## src/rtl/port_sense_rx.sv

```systemverilog
// Port-sense receiver: averages N = 2^AVG_LOG2 signed samples per result with valid/ready on both sides.
// Optional window min/max outputs are built only when PORT_SENSE_MINMAX_EN is defined.
module port_sense_rx #(
    parameter int DW       = 16,
    parameter int AVG_LOG2 = 3
) (
    input  logic                 clk,
    input  logic                 rst,
    input  logic                 clr,
    input  logic signed [DW-1:0] in_data,
    input  logic                 in_valid,
    output logic                 in_ready,
    output logic signed [DW-1:0] out_avg,
    output logic                 out_valid,
    input  logic                 out_ready,
    output logic                 busy
`ifdef PORT_SENSE_MINMAX_EN
    ,
    output logic signed [DW-1:0] out_min,
    output logic signed [DW-1:0] out_max
`endif
);

    localparam int AW = DW + AVG_LOG2;
    localparam logic [1:0] S_IDLE  = 2'd0;
    localparam logic [1:0] S_ACCUM = 2'd1;
    localparam logic [1:0] S_HOLD  = 2'd2;
    localparam logic [AVG_LOG2:0] N_CNT = {1'b1, {AVG_LOG2{1'b0}}};

    logic [1:0]            state_q, state_d;
    logic signed [AW-1:0]  acc_q, acc_d;
    logic [AVG_LOG2:0]     cnt_q, cnt_d;
    logic signed [DW-1:0]  avg_q, avg_d;

    logic                  accept;
    logic                  first;
    logic                  last;
    logic signed [AW-1:0]  sample_ext;
    logic signed [AW-1:0]  acc_sum;
    logic [AVG_LOG2:0]     cnt_sum;

    // Arithmetic shift floors toward minus infinity, so -7/8 yields -1.
    function automatic logic signed [DW-1:0] avg_floor(input logic signed [AW-1:0] sum);
        logic signed [AW-1:0] shifted;
        shifted = sum >>> AVG_LOG2;
        return shifted[DW-1:0];
    endfunction

    assign in_ready   = (state_q != S_HOLD);
    assign busy       = (state_q != S_IDLE);
    assign out_valid  = (state_q == S_HOLD);
    assign out_avg    = avg_q;

    assign accept     = in_valid && in_ready;
    assign first      = (state_q == S_IDLE);
    assign sample_ext = {{AVG_LOG2{in_data[DW-1]}}, in_data};
    assign acc_sum    = first ? sample_ext : acc_q + sample_ext;
    assign cnt_sum    = first ? (AVG_LOG2+1)'(1) : cnt_q + (AVG_LOG2+1)'(1);
    assign last       = accept && (cnt_sum == N_CNT);

    always_comb begin
        state_d = state_q;
        acc_d   = acc_q;
        cnt_d   = cnt_q;
        avg_d   = avg_q;
        if (clr) begin
            state_d = S_IDLE;
            acc_d   = '0;
            cnt_d   = '0;
        end else if (state_q == S_HOLD) begin
            if (out_ready) begin
                state_d = S_IDLE;
            end
        end else if (accept) begin
            acc_d   = acc_sum;
            cnt_d   = cnt_sum;
            state_d = last ? S_HOLD : S_ACCUM;
            if (last) begin
                avg_d = avg_floor(acc_sum);
            end
        end
    end

    always_ff @(posedge clk or posedge rst) begin
        if (rst) begin
            state_q <= S_IDLE;
            acc_q   <= '0;
            cnt_q   <= '0;
            avg_q   <= '0;
        end else begin
            state_q <= state_d;
            acc_q   <= acc_d;
            cnt_q   <= cnt_d;
            avg_q   <= avg_d;
        end
    end

`ifdef PORT_SENSE_MINMAX_EN
    logic signed [DW-1:0] min_q, min_d, max_q, max_d;
    logic signed [DW-1:0] omin_q, omin_d, omax_q, omax_d;
    logic signed [DW-1:0] min_nx, max_nx;

    // The first sample of a window reseeds the trackers, so clr needs no extra handling.
    assign min_nx = (first || (in_data < min_q)) ? in_data : min_q;
    assign max_nx = (first || (in_data > max_q)) ? in_data : max_q;

    always_comb begin
        min_d  = min_q;
        max_d  = max_q;
        omin_d = omin_q;
        omax_d = omax_q;
        if (!clr && accept) begin
            min_d = min_nx;
            max_d = max_nx;
            if (last) begin
                omin_d = min_nx;
                omax_d = max_nx;
            end
        end
    end

    always_ff @(posedge clk or posedge rst) begin
        if (rst) begin
            min_q  <= '0;
            max_q  <= '0;
            omin_q <= '0;
            omax_q <= '0;
        end else begin
            min_q  <= min_d;
            max_q  <= max_d;
            omin_q <= omin_d;
            omax_q <= omax_d;
        end
    end

    assign out_min = omin_q;
    assign out_max = omax_q;
`endif

endmodule
```

## config.mk

```make
export PLATFORM = sky130hd
export DESIGN_NAME = port_sense_rx
export DESIGN_NICKNAME = d
export VERILOG_FILES = /design/src/rtl/port_sense_rx.sv
export SDC_FILE = /design/constraint.sdc
export NUM_CORES = 1
export LEC_CHECK = 0
export BUFFER_PORTS_ARGS = -buffer_cell sky130_fd_sc_hd__buf_2
export CAP_MARGIN = 30
export CORE_MARGIN = 1
export CORE_UTILIZATION = 62
export DETAILED_ROUTE_END_ITERATION = 10
export PLACE_DENSITY = 0.91
export SYNTH_ARGS = -nofsm -noshare
export SYNTH_HDL_FRONTEND = slang
export SYNTH_SLANG_ARGS = --single-unit
export TNS_END_PERCENT = 1
```

## constraint.sdc

```tcl
create_clock -name clk -period 4.1 [get_ports clk]
set_input_delay 0.205 -clock clk [delete_from_list [all_inputs] [get_ports clk]]
set_output_delay 0.205 -clock clk [all_outputs]
set_load 0.02 [all_outputs]
```

==> impl_metrics.ini <==
[setup_path]
start_kind = flop
critPathRequiredTime_ps = 4340
cpPeakStageDelay_ps = 390
path_cells = ha_1 -> inv_1 -> fa_1 -> nor2b_2 -> o31ai_2 -> a31o_4 -> o311a_4 -> o31a_1 -> a2111o_1 -> nand3_1
critPathKind = flop to flop
cp_max_fo = 4
cp-endpoint = out_avg[15]
cp-startpoint = acc_q[0]
cp-end-kind = flop
r2r_slack_ps = 1500
r2r-start = acc_q[0]
r2r_cells = 10
cp_data_arrival_time_ps = 2830
cp_slowest_cell = fa_1
reg2reg_to = out_avg[15]

[sta]
hold_viol = 0
finalSetupTns_ps = 0
finalClockSkew_ps = 7.27
worst_slew_pin_slew_ps = 754
slew_violations = 0
period_share_pct = 63.3
fmax_mhz = 385
relSlewSlack_pct = 49.5
finalCriticalPeriod_ps = 2600
setup_viol = 0
rsz0062_at_grt = no

[clock_tree]
cts-buffers-inserted = 5
cts_resized = 0
clk_latency_ps = 300
clk_path_buf_depth = 2
cts_tree = yes
post_cts_buffers = 0
root_buffer = clkbuf_8
htree_levels = 2
clk_pin_slew_ps = 80
numClockSinks = 41
ctsHoldBuffers = 0

[cells_and_area]
layout-drive-gt1-share_pct = 21.1
area_delta_synth_final_pct = 12.1
finalInstanceArea_mm2 = 0.00305
diodes = 0
layout_common_cells = dfrtp_1, buf_2, a21oi_1
layout_commonest_cell = dfrtp_1
nNetsFinal = 377
n_fill_cell = 321

[pwr]
pwr-share-comb_pct = 25.6
p_sw_w = 0.000313
pwr_density_cell_mw_per_mm2 = 324
power_w = 0.000988
peakVddDrop_mv = 0.240
p_seq_share_pct = 44.0
p_int_w = 0.000676
clock_power_share_pct = 30.3
leakage_nw = 1.55
p_sw_share_pct = 31.6

[placed_design]
io_buffers = 39
gp_congestion = 0.908
dpl_cell_area_mm2 = 0.00295
dpl.hpwl_mm = 4.68

[drt]
top_layer_used = met4
met2_length_mm = 3.02
drc = 0
vias = 2495
met1_length_mm = 2.94
wl_met3_um = 460
drt_first_pass_iters = 5
routed_wl_mm = 6.60
post_drt_wl_per_cell_um = 17.1
vias_per_cell = 6.45
ant_nets = 0
drt_iter0_markers = 347

[global_routing]
grt_pass1_vias = 2383
grt_max_degree = 42
grt_overflow = 0
grt_first_pass_wirelength_mm = 10.7
antenna_found_initial = 0
grt_use_total_pct = 31.3

[logic_synthesis]
yosysSeqAreaShare_pct = 37.8
async_flop_share_pct = 100
synth-edff-count = 0
synth-seq-cells = 41
ys_types = 57
synthesis.instances = 297
synth_ff_type = dfrtp_1
synth_nets = 338
ys_warn_count = 0
synth_area_mm2 = 0.00272
syn_area_per_cell_um2 = 9.15

[floorplan]
dieWidth_um = 68.2
coreArea_mm2 = 0.00412
rows = 23
fp.dieH_um = 68.2
ios = 40
die-area_mm2 = 0.00465
start_util_pct = 66.0

[status]
status = completed

[flow_run]
drv_cap = 0

[hold_path]
min_path_type = input pin to async pin
==> power groups by stage <==
stage	combinational, W	clock [W]	sequential (W)
detailed placement	0.000246	0	0.000443
CTS	0.000249	0.000300	0.000435
global route	0.000279	0.000315	0.000437
global placement	0.000236	0	0.000441
finish	0.000253	0.000300	0.000435
floorplan	0.000192	0	0.000438
==> stage by stage <==
| stage | hold slack [ps] | util (%) | setup WS, ps | instances |
|---|---|---|---|---|
| floorplan | 358 | - | 1670 | 297 |
| global placement | 360 | 71.2 | 1600 | 378 |
| detailed placement | 363 | 71.6 | 1510 | 379 |
| CTS | 37.6 | 74.0 | 1490 | 387 |
| global route | 74.3 | 74.0 | 1340 | 387 |
| finish | 15.6 | 74.0 | 1500 | 387 |
==> layout make-up <==
class | instances | area [um^2] | area share [%]
multi-input combinational | 234 | 1580 | 52.0
sequential | 41 | 1030 | 33.7
timing repair buffer | 43 | 233 | 7.64
clock buffer | 7 | 96.3 | 3.16
tap | 50 | 62.6 | 2.05
inverter | 11 | 41.3 | 1.36
clock inverter | 1 | 5.00 | 0.164
==> per-layer routing <==
metal / up-vias / GRT usage, %
met5: - / 0
met4: 0 / 15.1
met3: 20 / 6.33
met2: 121 / 47.9
met1: 1180 / 41.9
li1: 1174 / -
==> worst min-delay path by stage <==
stage	slack (ps)	end	cells after the start	startpoint
after floorplan	360	out_avg[15]	2	clr
after global placement	360	state_q[1]	3	rst
after detailed placement	360	out_avg[6]	3	rst
after CTS	40	out_avg[6]	3	rst
after global routing	70	acc_q[0]	3	rst
final	20	out_avg[6]	3	rst
==> worst max-delay path, delay by kind of cell, from the launching register on <==
kind                       cells  cell delay, ps
DFF                            1             350
buffers and inverters          1              60
adders and majority gates      2             560
AOI/OAI and AO/OA              5            1280
and+or+nand+nor                2             270
==> sequential cells by signal (all words and copies together), names as in the netlist <==
register  count
acc_q        19
cnt_q         4
out_avg      16
state_q       2
==> cell families (layout without fill, tap and decap cells) <==
family / Yosys count / in the layout / share of synthesized area, %
AOI/OAI and AO/OA: 110 / 110 / 27.1
and+or+nand+nor: 87 / 87 / 15.4
DFF: 41 / 41 / 37.8
buffers and inverters: 22 / 62 / 4.24
adders and majority gates: 20 / 20 / 9.48
xor gates and xnor gates: 10 / 10 / 3.22
muxes: 7 / 7 / 2.85
==> synthesized netlist by cell type, drive strengths merged, types with 2 or more instances <==
cell type,n,area share (%)
dfrtp,41,38
a21oi,34,6.3
o21ai,28,5.3
nand2,27,3.7
nor2,26,3.6
ha,19,8.7
inv,11,1.5
clkbuf,8,1.5
xnor2,8,2.6
a21o,7,1.9
a22o,6,1.9
mux2,6,2.5
a31oi,5,1.2
and3,5,1.2
a221o,4,1.5
nand3,4,0.74
nand4,4,0.92
nor2b,4,1.0
nor4,4,0.92
o211ai,4,1.1
a31o,3,1.3
buf,3,1.2
nand2b,3,0.69
a211o,2,0.64
and2,2,0.51
nor3,2,0.37
o21a,2,0.55
o21bai,2,0.55
o31a,2,0.64
or3,2,0.51
xor2,2,0.64
(Power assumes the default switching activity.)
